[config.mk]
export PLATFORM = sky130hd
export DESIGN_NAME = store_port
export DESIGN_NICKNAME = d
export VERILOG_FILES = /design/src/rtl/store_port_pkg.sv /design/src/rtl/store_port_fifo.sv /design/src/rtl/store_port.sv
export SDC_FILE = /design/constraint.sdc
export NUM_CORES = 1
export LEC_CHECK = 0
export ABC_CLOCK_PERIOD_IN_PS = 7000
export BUFFER_PORTS_ARGS = -buffer_cell sky130_fd_sc_hd__buf_2
export CAP_MARGIN = 20
export CELL_PAD_IN_SITES_DETAIL_PLACEMENT = 2
export CELL_PAD_IN_SITES_GLOBAL_PLACEMENT = 2
export CORE_MARGIN = 4
export CORE_UTILIZATION = 41
export CTS_BUF_LIST = sky130_fd_sc_hd__clkbuf_8
export DETAILED_ROUTE_END_ITERATION = 8
export PLACE_DENSITY_LB_ADDON = 0.2
export SETUP_SLACK_MARGIN = 0.05
export SKIP_CTS_REPAIR_TIMING = 1
export SLEW_MARGIN = 40
export SYNTH_ARGS = -nofsm -noshare
export SYNTH_HDL_FRONTEND = slang
export SYNTH_SLANG_ARGS = --single-unit
[constraint.sdc]
create_clock -name clock -period 7 [get_ports clock]
set_input_delay 1.4 -clock clock [delete_from_list [all_inputs] [get_ports clock]]
set_output_delay 1.4 -clock clock [all_outputs]
set_load 0.01 [all_outputs]
[src/rtl/store_port_pkg.sv]
// Shared types for the store port: address/data/mask words,
// the buffered store entry and the write-FSM state encoding.
package store_port_pkg;

  typedef logic [31:0] addr_t;
  typedef logic [31:0] xlen_t;
  typedef logic [3:0]  mask_t;

  typedef struct packed {
    addr_t addr;
    xlen_t data;
    mask_t mask;
  } st_entry_t;

  typedef enum logic [1:0] {
    ST_IDLE,
    ST_REQ,
    ST_WAIT,
    ST_DONE
  } st_state_e;

  function automatic addr_t word_align(addr_t a);
    return {a[31:2], 2'b00};
  endfunction

endpackage

[src/rtl/store_port_fifo.sv]
// Store request FIFO: circular buffer with registered occupancy,
// pointers wrap modulo DEPTH (power of two).
module store_fifo
  import store_port_pkg::*;
#(
  parameter int DEPTH = 2
) (
  input  logic      clock,
  input  logic      reset,
  input  logic      push_i,
  input  st_entry_t push_data_i,
  input  logic      pop_i,
  output logic      full_o,
  output logic      empty_o,
  output st_entry_t head_o
);

  localparam int AW = (DEPTH > 1) ? $clog2(DEPTH) : 1;
  localparam int CW = $clog2(DEPTH) + 1;

  st_entry_t         mem_q [DEPTH];
  logic [AW-1:0]     wr_q, wr_d;
  logic [AW-1:0]     rd_q, rd_d;
  logic [CW-1:0]     cnt_q, cnt_d;
  logic              do_push, do_pop;

  assign full_o  = (cnt_q == CW'(DEPTH));
  assign empty_o = (cnt_q == '0);
  assign head_o  = mem_q[rd_q];

  assign do_push = push_i && !full_o;
  assign do_pop  = pop_i && !empty_o;

  // next pointers and occupancy; push+pop leaves count unchanged
  always_comb begin
    wr_d  = wr_q;
    rd_d  = rd_q;
    cnt_d = cnt_q;
    if (do_push) wr_d = wr_q + AW'(1);
    if (do_pop)  rd_d = rd_q + AW'(1);
    if (do_push && !do_pop) cnt_d = cnt_q + CW'(1);
    if (!do_push && do_pop) cnt_d = cnt_q - CW'(1);
  end

  // pointer/occupancy registers, cleared by reset
  always_ff @(posedge clock) begin
    if (reset) begin
      wr_q  <= '0;
      rd_q  <= '0;
      cnt_q <= '0;
    end else begin
      wr_q  <= wr_d;
      rd_q  <= rd_d;
      cnt_q <= cnt_d;
    end
  end

  // entry storage, no reset needed
  always_ff @(posedge clock) begin
    if (do_push) mem_q[wr_q] <= push_data_i;
  end

endmodule

[src/rtl/store_port.sv]
// Store port: buffers SQ stores and writes them to memory one at a
// time, retrying bus errors up to MAX_RETRY before flagging a fault.
module store_port
  import store_port_pkg::*;
#(
  parameter int DEPTH     = 2,
  parameter int MAX_RETRY = 3
) (
  input  logic  clock,
  input  logic  reset,
  input  logic  store_valid,
  input  addr_t store_addr,
  input  xlen_t store_data,
  input  mask_t store_mask,
  output logic  store_avail,
  output logic  store_accepted,
  output logic  mem_req_valid,
  input  logic  mem_req_ready,
  output addr_t mem_addr,
  output xlen_t mem_wdata,
  output mask_t mem_wmask,
  input  logic  mem_resp_valid,
  input  logic  mem_resp_err,
  output logic  fault
);

  localparam int RW = (MAX_RETRY > 0) ? $clog2(MAX_RETRY + 1) : 1;

  st_state_e     state_q, state_d;
  logic [RW-1:0] retry_q, retry_d;
  logic          fault_q, fault_d;
  logic          req, acc;
  logic          full, empty;
  st_entry_t     head, push_data;

  assign push_data = '{addr: store_addr, data: store_data,
                       mask: store_mask};

  store_fifo #(.DEPTH(DEPTH)) u_fifo (
    .clock       (clock),
    .reset       (reset),
    .push_i      (store_valid && store_avail),
    .push_data_i (push_data),
    .pop_i       (acc),
    .full_o      (full),
    .empty_o     (empty),
    .head_o      (head)
  );

  assign store_avail    = !full;
  assign mem_addr       = word_align(head.addr);
  assign mem_wdata      = head.data;
  assign mem_wmask      = head.mask;
  assign mem_req_valid  = req && !reset;
  assign store_accepted = acc && !reset;
  assign fault          = fault_q && !reset;

  // write FSM: next state, retry bookkeeping and handshake outputs
  always_comb begin
    state_d = state_q;
    retry_d = retry_q;
    fault_d = fault_q;
    req     = 1'b0;
    acc     = 1'b0;
    unique case (state_q)
      ST_IDLE: begin
        if (!empty) begin
          state_d = (head.mask != '0) ? ST_REQ : ST_DONE;
        end
      end
      ST_REQ: begin
        req = 1'b1;
        if (mem_req_ready) state_d = ST_WAIT;
      end
      ST_WAIT: begin
        if (mem_resp_valid) begin
          if (!mem_resp_err) begin
            retry_d = '0;
            state_d = ST_DONE;
          end else if (retry_q < RW'(MAX_RETRY)) begin
            retry_d = retry_q + RW'(1);
            state_d = ST_REQ;
          end else begin
            retry_d = '0;
            fault_d = 1'b1;
            state_d = ST_DONE;
          end
        end
      end
      ST_DONE: begin
        acc     = 1'b1;
        state_d = ST_IDLE;
      end
      default: state_d = ST_IDLE;
    endcase
  end

  // FSM, retry counter and sticky fault registers
  always_ff @(posedge clock) begin
    if (reset) begin
      state_q <= ST_IDLE;
      retry_q <= '0;
      fault_q <= 1'b0;
    end else begin
      state_q <= state_d;
      retry_q <= retry_d;
      fault_q <= fault_d;
    end
  end

endmodule

==> impl_metrics.json <==
{
  "rows": 41,
  "final.setup.worst_slack_ps": 3653,
  "grt_antenna_before_repair": 1,
  "synthTopCellsByArea": "edfxtp_1 (75%), mux2_1 (9.4%), mux2_2 (4.5%)",
  "grt_pass1_wl_um": 19370,
  "maxCapViolCount": 0,
  "critPathTopFamily": "flip-flops",
  "cts_tree": "done",
  "power_mw": 1.977,
  "grt-ovfl-total": 0,
  "synthTopCellsByCount": "edfxtp_1 (132), mux2_1 (44), mux2_2 (21)",
  "synth_warnings": 0,
  "initial_core_util_pct": 41.75,
  "root_buffer": "clkbuf_8",
  "worstPathRequired_ps": 5600,
  "cp_data_arrival_time_ps": 1950,
  "core_um2": 12620,
  "cellLeakagePower_nw": 2.538,
  "p_switching_mw": 0.4474,
  "detail_route.wl_per_cell_um": 21.06,
  "pwr-share-comb_pct": 10.9,
  "worst_pin_slew_ps": 529.6,
  "period_share_pct": 47.82,
  "rsz0062_at_grt": "false",
  "placed_area_um2": 6279,
  "num_antenna_cells": 0,
  "die_area_um2": 14730,
  "crit_fanout": 36,
  "max_slew_margin_pct": 64.69,
  "synthArstFlopShare_pct": 0,
  "drt_iter0_drc": 182,
  "netlist-cell-type-count": 32,
  "finalCriticalPeriod_ps": 3347,
  "final_cell_area_um2": 6725,
  "hold_path_class": "register to register",
  "power_switching_share_pct": 22.63,
  "boundaryPins": 146,
  "yosysTopAreaCell": "edfxtp_1",
  "drc": 0,
  "powerDensity_nw_per_um2": 293.9,
  "max_stage_delay_ps": 680,
  "nFillCells": 1172,
  "clkTransAtPathRegs_ps": 70,
  "viasPerCell": 4.834,
  "place.gp.congestion": 0.6882,
  "fin_skew_ps": 9.007,
  "die_w_um": 121.4,
  "p_int_mw": 1.529,
  "pwr-share-clk_pct": 36.7,
  "worstSetupPathType": "register to primary output",
  "avgSynthCellArea_um2": 19.66,
  "area_growth_pct": 27.64,
  "placed_cells": 578,
  "h-tree-depth": 4,
  "synth_edf_count": 132,
  "nets": 501,
  "seqPwrFrac_pct": 52.4,
  "slew_viol_final": 0,
  "final-hold-violation-count": 0,
  "path_cells": "buf_12, mux2_2, buf_2",
  "place_hpwl_um": 8907,
  "fmax_mhz": 298.7,
  "fin_tns_setup_ps": 0,
  "cts_inserted_buffers": 17,
  "first_pass_iters": 4,
  "synth_most_common_cell": "edfxtp_1",
  "synth_cells": 268,
  "cts_max_path_buffers": 2,
  "chipHeight_um": 121.4,
  "clkLatencyLatePin_ps": 430,
  "grt_max_degree": 38,
  "dp_worst_setup_slack_ps": 3705,
  "antenna_left": 0,
  "setup_viol": 0,
  "wirelength_um": 12850,
  "syn_area_um2": 5269,
  "yosysSeqAreaShare_pct": 79.03,
  "synth_top_flop_cell": "edfxtp_1",
  "outcome": "complete, no violations",
  "synth_top_area_share_pct": 75.23,
  "drive_gt1_share_pct": 46.58,
  "finalNonFillerCells": 610,
  "grt_util_all_layers_pct": 18.05,
  "io_buffers": 141,
  "clock-sinks": 142,
  "critPathBufInv": 2,
  "num_vias": 2949,
  "ys_ff_latch": 142,
  "worst_setup_path_end_kind": "primary output",
  "slowest_stage": "dfxtp_4",
  "grt_pass1_vias": 3370,
  "critPathLaunchType": "register",
  "ir_drop_uv": 177.2
}
-- layout make-up --
cell class / count / area [µm²] / share of cell area, %
well taps: 172 / 215.2 / 3.200
clock buffers: 18 / 247.7 / 3.684
flip-flops and latches: 142 / 4168 / 61.97
inverters: 1 / 3.754 / 0.05581
repair buffers: 147 / 828.3 / 12.32
multi-input cells: 116 / 1064 / 15.81
clock inverters: 14 / 198.9 / 2.958
-- power by group through the flow --
stage | registers, mW | logic, mW | clock network [mW]
global route | 1.04 | 0.237 | 0.782
CTS | 1.04 | 0.222 | 0.750
global placement | 1.05 | 0.191 | 0
finish | 1.04 | 0.216 | 0.726
detailed placement | 1.05 | 0.219 | 0
floorplan | 1.05 | 0.111 | 0
-- stage by stage --
| step | util (%) | hold slack, ps |
|---|---|---|
| global route | 53.29 | 497.9 |
| global placement | 48.84 | 446.4 |
| detailed placement | 49.75 | 468.0 |
| finish | 53.29 | 475.4 |
| floorplan | - | 429.0 |
| CTS | 53.29 | 478.2 |
-- logic make-up after synthesis --
| logic type | synth area share, % |
|---|---|
| AO/OA/AOI/OAI | 1.639 |
| XOR/XNOR | 0.6650 |
| adder cells (fa/ha/maj) | 0.4749 |
| buffers and inverters | 1.092 |
| flip-flops | 79.03 |
| multiplexers | 14.18 |
| other | 0.07117 |
| AND/OR/NAND/NOR | 2.850 |
-- tightest hold or removal path, stage by stage, from the launching register on --
cell and delay (ps):
dfxtp_1 320, nand2_1 60, a21oi_1 50
-- layer usage --
metal,share of wire [%],wire [µm],track usage [%]
met1,37,4753,19.26
met2,56,7142,32.78
met3,5.5,703,5.268
met4,1.8,231,8.123
met5,0.12,15,0
-- state kept, by name, indices dropped and copies added (netlist names), named ones only --
signal,cells
u_fifo.cnt_q,2
state_q,2
u_fifo.rd_q,1
fault_q,1
u_fifo.mem_q,132
u_fifo.wr_q,1
retry_q,2
-- cells in the final DEF, fill, tap and decap left out, types with 2 or more instances in the layout --
cell       netlist  layout
dfxtp_1         10       9
clkinv_2         0       5
nor2_1          10       9
buf_12           0       3
clkbuf_8         0      18
xnor2_1          2       2
edfxtp_1       132     132
o21ai_0          2       2
bufinv_16        0       5
mux2_1          44      44
conb_1           1       2
inv_1            1       3
ha_1             2       2
buf_2            7     141
a21oi_1          5       5
buf_16           0       2
nor2b_1          4       4
xor2_1           2       2
nand2_1          6       6
nand2b_1         2       2
mux2_2          21      21
-- path summary, 6_finish.rpt --
check                                             startpoint                            end  slack, ps  depth (start not counted)
worst max-delay path                                register                  mem_wdata[24]       3650                          3
worst min-delay path                 retry_q[1]$_SDFFE_PP0P_        retry_q[1]$_SDFFE_PP0P_        480                          2
worst max register to register  u_fifo.cnt_q[0]$_SDFFE_PP0P_  u_fifo.mem_q[0][28]$_DFFE_PP_       5090                          4
worst min register to register       retry_q[1]$_SDFFE_PP0P_        retry_q[1]$_SDFFE_PP0P_        480                          2
Power figures use the tool's default switching activity.
